==> config.mk <==
export PLATFORM = sky130hd
export DESIGN_NAME = clk_stall_ctrl
export DESIGN_NICKNAME = d
export VERILOG_FILES = /design/src/rtl/clk_stall_ctrl.sv
export SDC_FILE = /design/constraint.sdc
export NUM_CORES = 1
export LEC_CHECK = 0
export ABC_AREA = 0
export BUFFER_PORTS_ARGS = -buffer_cell sky130_fd_sc_hd__buf_2
export CAP_MARGIN = 20
export CORE_MARGIN = 4
export CORE_UTILIZATION = 39
export CTS_BUF_LIST = sky130_fd_sc_hd__clkbuf_8 sky130_fd_sc_hd__clkbuf_16
export DETAILED_ROUTE_END_ITERATION = 8
export HOLD_SLACK_MARGIN = 0.03
export REMOVE_ABC_BUFFERS = 1
export SETUP_SLACK_MARGIN = 0.5
export SLEW_MARGIN = 0
export SYNTH_ARGS = -nofsm -noshare
export SYNTH_HDL_FRONTEND = slang
export SYNTH_SLANG_ARGS = --single-unit
==> constraint.sdc <==
create_clock -name clk -period 4 [get_ports clk]
set_clock_uncertainty 0.15 [all_clocks]
set_input_delay 0.4 -clock clk [delete_from_list [all_inputs] [get_ports clk]]
set_output_delay 0.4 -clock clk [all_outputs]
set_load 0.01 [all_outputs]
==> src/rtl/clk_stall_ctrl.sv <==
// clk_stall_ctrl: programmable clock-enable divider with merged stall gating,
// stall watchdog and saturating stall-cycle statistics counter.
// Ports: clk, rst_n (async, active-low); div_ld/div_val load a new ratio;
// stall_req per-source stall levels; clr_cnt clears stats.
// Outputs (all registered): tick, proc_en, clk_div, stalled, timeout, stall_cnt.
module clk_stall_ctrl #(
  parameter int DIV_W       = 8,
  parameter int DEFAULT_DIV = 4,
  parameter int N_STALL     = 2,
  parameter int TIMEOUT     = 16,
  parameter int CNT_W       = 16
) (
  input  logic               clk,
  input  logic               rst_n,
  input  logic               div_ld,
  input  logic [DIV_W-1:0]   div_val,
  input  logic [N_STALL-1:0] stall_req,
  input  logic               clr_cnt,
  output logic               tick,
  output logic               proc_en,
  output logic               clk_div,
  output logic               stalled,
  output logic               timeout,
  output logic [CNT_W-1:0]   stall_cnt
);

  localparam int TO_W = (TIMEOUT < 1) ? 1 : $clog2(TIMEOUT + 1);
  localparam logic [DIV_W-1:0] DEF_DIV = DIV_W'(DEFAULT_DIV);
  localparam logic [DIV_W-1:0] ONE = DIV_W'(1);

  logic [DIV_W-1:0] cnt_q, cnt_d;
  logic [DIV_W-1:0] div_q, div_d;
  logic [DIV_W-1:0] pend_q, pend_d;
  logic             pvld_q, pvld_d;
  logic             tick_q, tick_d;
  logic             pen_q, pen_d;
  logic             cdiv_q, cdiv_d;
  logic             stl_q, stl_d;
  logic             to_q, to_d;
  logic [CNT_W-1:0] scnt_q, scnt_d;
  logic [TO_W-1:0]  cons_q, cons_d;

  logic [DIV_W-1:0] ld_val;
  logic             term;
  logic             req;
  logic             fire_to;
  logic             hold;

  assign ld_val  = (div_val == '0) ? ONE : div_val;
  assign term    = (cnt_q == div_q - ONE);
  assign req     = |stall_req;
  assign fire_to = (TIMEOUT != 0) && (cons_q == TO_W'(TIMEOUT));
  // Stall is honoured only on a terminal edge and when the watchdog is quiet.
  assign hold    = term && req && !fire_to;

  always_comb begin
    cnt_d  = term ? '0 : cnt_q + ONE;
    div_d  = div_q;
    pend_d = pend_q;
    pvld_d = pvld_q;
    if (term) begin
      // A load on the wrap edge itself beats any older pending value.
      if (div_ld) div_d = ld_val;
      else if (pvld_q) div_d = pend_q;
      pvld_d = 1'b0;
    end else if (div_ld) begin
      pend_d = ld_val;
      pvld_d = 1'b1;
    end
  end

  always_comb begin
    tick_d = term;
    pen_d  = term && (!req || fire_to);
    to_d   = term && req && fire_to;
    cdiv_d = term ? ~cdiv_q : cdiv_q;
    stl_d  = term ? hold : stl_q;
    cons_d = cons_q;
    if (TIMEOUT != 0 && term)
      cons_d = hold ? cons_q + TO_W'(1) : '0;
    scnt_d = scnt_q;
    if (clr_cnt) scnt_d = '0;
    else if (hold && scnt_q != '1)
      scnt_d = scnt_q + CNT_W'(1);
  end

  always_ff @(posedge clk or negedge rst_n) begin
    if (!rst_n) begin
      cnt_q  <= '0;
      div_q  <= DEF_DIV;
      pend_q <= DEF_DIV;
      pvld_q <= 1'b0;
      tick_q <= 1'b0;
      pen_q  <= 1'b0;
      cdiv_q <= 1'b0;
      stl_q  <= 1'b0;
      to_q   <= 1'b0;
      scnt_q <= '0;
      cons_q <= '0;
    end else begin
      cnt_q  <= cnt_d;
      div_q  <= div_d;
      pend_q <= pend_d;
      pvld_q <= pvld_d;
      tick_q <= tick_d;
      pen_q  <= pen_d;
      cdiv_q <= cdiv_d;
      stl_q  <= stl_d;
      to_q   <= to_d;
      scnt_q <= scnt_d;
      cons_q <= cons_d;
    end
  end

  assign tick      = tick_q;
  assign proc_en   = pen_q;
  assign clk_div   = cdiv_q;
  assign stalled   = stl_q;
  assign timeout   = to_q;
  assign stall_cnt = scnt_q;

endmodule

=== After elaboration in Yosys (flattened, before gate mapping) ===
Index checks and enable logic that the tools add are counted.

* Bitwise operators: 2
* Reductions and logical operators: 15
* Order comparisons: 0
* Multiply operators: 0
* Equality and inequality tests: 3
* Div/mod/pow operators: 0
* Shift-type cells: 0
* Muxes and demuxes: 9
* Add/subtract/negate cells: 4

{| class="wikitable"
|+ Operators with widths
! operator !! count
|-
| $mux 16 || 2
|-
| $mux 8 || 4
|-
| $add 16x1->16 const B || 1
|-
| $ne 16x16->1 const B || 1
|-
| $add 8x1->8 const B || 1
|-
| $eq 8x8->1 || 1
|-
| $logic_not 8->1 || 1
|-
| $sub 8x1->8 const B || 1
|-
| $reduce_bool 2->1 || 3
|-
| $add 5x1->5 const B || 1
|-
| $eq 5x5->1 const B || 1
|-
| $logic_and 1x1->1 || 5
|-
| $mux 5 || 1
|-
| $reduce_and 2->1 || 2
|-
| $logic_not 1->1 || 2
|-
| $mux 1 || 2
|-
| $not 1->1 || 2
|-
| $reduce_or 2->1 || 1
|-
| $logic_or 1x1->1 || 1
|}

* Latch bits: 0
* Output and inout port bits: 21
* Memories: 0
* ROM bits: 0
* Bits in writable memories: 0
* Input port bits: 14
* Flip-flop bits (word level): 51
* Word-level logic and storage cells: 44

=== Logic depth before layout (Yosys ltp) ===
* Depth in word-level cells: 7
* Depth in mapped cells: 10
* Gate-level depth less buffers: 9

=== Worst setup path after synthesis ===
OpenSTA, ideal clock, no wires.

* Kind: reg-to-reg
* From: reg div_q[0]
* To: reg scnt_q[9] (netlist: stall_cnt[9])
* Required time: 3.725 ns
* Stages on the path, launching flop included: 10
* Period minus slack after synthesis: 2.593 ns
* Path buffers: 1
* Slack: 1.407 ns
* Setup time: 0.125 ns
* Arrival time: 2.318 ns
* Path through: dfrtp_1 > inv_1 > ha_1 > nor3b_1 > a21oi_1 > nor4b_4 > o21ai_1 > clkbuf_1 > nor3_1 > mux2_2

* Cells in the longest elaborated chain, start to end: 6

{| class="wikitable"
|+ RTL lines
! item !! RTL line !! RTL
|-
| start, declared || 32 || <nowiki>logic [DIV_W-1:0] div_q, div_d;</nowiki>
|-
| start signal, assigned || 102 || <nowiki>div_q <= div_d;</nowiki>
|-
| $sub 8x1->8 || 50 || <nowiki>assign term = (cnt_q == div_q - ONE);</nowiki>
|-
| $eq 8x8->1 || 50 ||
|-
| $logic_and 1x1->1 (2 in series) || 54 || <nowiki>assign hold = term && req && !fire_to;</nowiki>
|-
| $logic_and 1x1->1 || 83 || <nowiki>else if (hold && scnt_q != '1)</nowiki>
|-
| $reduce_bool 2->1 (no source line) || - ||
|-
| end signal, assigned || 110 || <nowiki>scnt_q <= scnt_d;</nowiki>
|-
| end, declared || 40 || <nowiki>logic [CNT_W-1:0] scnt_q, scnt_d;</nowiki>
|}

Every way passes these cells.
A chain may end at the register's enable or synchronous reset.

=== Final worst setup path ===
* From: reg div_q[0]
* To: reg pen_q (netlist: proc_en)

* Cells in the longest elaborated chain, start to end: 3

{| class="wikitable"
|+ RTL lines
! item !! RTL line !! RTL
|-
| $sub 8x1->8 || 50 ||
|-
| $eq 8x8->1 || 50 ||
|-
| net term || 44 || <nowiki>logic term;</nowiki>
|-
| $logic_and 1x1->1 || 74 || <nowiki>pen_d = term && (!req || fire_to);</nowiki>
|-
| net pen_d || 36 || <nowiki>logic pen_q, pen_d;</nowiki>
|-
| end signal, assigned || 106 || <nowiki>pen_q <= pen_d;</nowiki>
|-
| end, declared || 36 ||
|}

The timed path passes the listed nets, and every way through them passes these cells.

==> impl_metrics.ini <==
[run_status]
outcome = completed

[floorplanning]
io_pins = 35
core_um2 = 6910
fp-row-count = 30
die_h_um = 93.1
die_w_um = 93.1
start_util_pct = 40.9
dieArea_um2 = 8670

[sta]
fin_crit_ps = 3170
setup_violations = 0
fin_crit_sh_pct = 79.2
timing.final.ws_setup_ps = 833
maxSlewViolCount = 0
fmax_mhz = 316
worstMarginPinSlew_ps = 694
tns_ps = 0
hold_viol = 0
relSlewSlack_pct = 53.5
rsz0062_at_grt = false

[synthesis]
synth-main-ff-cell = dfrtp_1
yosys-top-cells-area = dfrtp_1 (43%), o31ai_1 (4.5%), mux2_2 (4.0%)
yosysUniqueCellTypes = 51
syn-instance-count = 289
syn_area_um2 = 2820
synth.avg_cell_area_um2 = 9.77
synth_seq_cells = 51
yosysSeqAreaShare_pct = 45.3
synthArstFlopShare_pct = 100
synth-warning-count = 0
synth_edf_count = 0
synth_top_area_cell = dfrtp_1
yosysTopAreaCellShare_pct = 43.4

[worst_setup_path]
arrival_ps = 3210
crit_slowest_cell = or2_1
max_stage_delay_ps = 610
crit_type = flop to flop
cp.required_ps = 4040
worst_path_dominant_cell_family = simple AND/OR/NAND/NOR gates
crit_fanout = 18
crit_chain = inv_1 -> ha_1 -> nand2b_1 -> a21oi_1 -> a311oi_1 -> o21ai_1 -> or2_1 -> clkinv_1 -> and2_1
cp-end-kind = flop
critPathBufInv = 2
crit_path_start_kind = flop

[clocking]
holdBufCountCts = 0
ctsResizeCount = 0
h-tree-depth = 2
postCtsSetupBuffers = 0
clk_pin_slew_ps = 90
tritoncts = built
clk_latency_ps = 300
clk_path_buf_depth = 2
numCtsBuffers = 5
root_buffer = clkbuf_8
clkSinkCount = 51

[layout]
insertedDiodeCount = 0
regArea_um2 = 1280
final_cell_mix = dfrtp_1 (49), buf_2 (34), nor2_1 (18), a21oi_1 (17), o31ai_1 (17)
fin_cells = 414
multi_input_area_um2 = 1390
fillers = 692
mostFrequentLayoutCell = dfrtp_1
area_delta_synth_final_pct = 11.5
layout-drive-gt1-share_pct = 19.5
num-nets-final = 336

[power]
power_density_nw_per_um2 = 556
ir_worst_vdd_mv = 0.279
intPower_w = 0.00104
power.switching_w = 0.000707
p_leak_nw = 1.33
p_sw_share_pct = 40.4
p_seq_share_pct = 43.9
p_clk_share_pct = 18.6
combPwrFrac_pct = 37.5
finalPower_w = 0.00175

[placement]
io_buffers = 34
gp_congestion = 0.739
dp_slack_ps = 819
placed_cells = 405
place_hpwl_mm = 4.13

[global_routing]
overflow = 0
grt_pass1_vias = 2253
grt_antenna_before_repair = 0
grt_util_all_layers_pct = 15.1
grt_pass1_wl_mm = 10.9
grt_max_degree = 52

[detailed_routing]
dr.pass1.iters = 4
num_vias = 2264
ant_nets = 0
first_iter_violations = 166
wl_per_cell_um = 14.5
drc = 0
viasPerCell = 5.47
routed_wl_mm = 5.99

[run]
maxCapViolCount = 0

[hold_path]
min_path_type = primary input to async pin
[registers in the layout, indices dropped and copies added, names as in the netlist]
register and cells:
div_q 8, stall_cnt 16, clk_div 1, proc_en 1
pend_q 8, tick 1, pvld_q 1, cons_q 5
cnt_q 8, timeout 1, stalled 1
[per-layer routing]
layer | vias up | global-route usage, % | wire (um)
met2 | 45 | 24.3 | 2810
met4 | 0 | 3.54 | 30
met3 | 2 | 2.49 | 207
met1 | 1083 | 21.3 | 2940
li1 | 1134 | - | -
met5 | - | 0 | 0
[metrics by stage]
step,utilization (%),cell area (um2),hold slack [ps]
2_1_floorplan,-,2730,-45.6
4_1_cts,45.5,3140,81.6
3_5_place_dp,44.0,3040,318
3_3_place_gp,44.0,3040,310
5_1_grt,45.6,3150,116
6_report,45.6,3150,39.5
[Yosys cell counts (all sizes together) (2+ instances only)]
cell type,number
o31ai,17
dfstp,2
nand4,3
xor2,8
a221oi,5
inv,14
nor3,10
nand2,14
o21ai,10
a31oi,3
nor4,7
mux2,10
clkbuf,10
nand4b,2
o41ai,6
nor4b,2
and4,2
nand2b,3
nor2b,4
and3,5
nor2,19
or3,2
ha,5
dfrtp,49
a21oi,17
and2,6
buf,7
nand3,16
or4,11
xnor2,6
[worst register-to-register path, delay by kind of cell, from the launching register on]
family | cells | cell delay, ps
buffers and inverters | 2 | 520
AND/OR/NAND/NOR | 3 | 1020
AO/OA/AOI/OAI | 3 | 720
adder cells (fa/ha/maj) | 1 | 230
flip-flops | 1 | 430
[area by class of cell]
type	count	share of cell area (%)
Clock buffer	7	3.06
Multi-Input combinational cell	206	44.2
Sequential cell	51	40.6
Timing Repair Buffer	38	6.36
Inverter	15	1.79
Clock inverter	1	0.119
Tap cell	96	3.82
[worst paths after layout]
path | start | endpoint | slack, ps | cells after the start
max reg2reg | div_q[0] | proc_en | 830 | 9
min in group clk | div_val[6] | pend_q[6] | 210 | 2
max | div_q[0] | proc_en | 830 | 9
min | rst_n | stall_cnt[11] | 40 | 2
max in group asynchronous | rst_n | cnt_q[2] | 3210 | 2
min reg2reg | clk_div | clk_div | 330 | 1
[power groups by stage]
stage	combinational [W]	sequential, W	clock, W
finish	0.000656	0.000768	0.000326
CTS	0.000661	0.000770	0.000340
global route	0.000743	0.000791	0.000355
floorplan	0.000491	0.000749	0
detailed placement	0.000657	0.000778	0
global placement	0.000654	0.000779	0
[cell families after synthesis]
family | count (synthesis) | synth area share, %
simple gates | 110 | 22.4
compound gates | 66 | 16.0
flops | 51 | 45.3
buf+inv | 32 | 5.41
xor+xnor | 14 | 4.34
mux | 11 | 4.34
fa+ha+maj | 5 | 2.22
No activity file was read; power rests on OpenSTA's default activity.
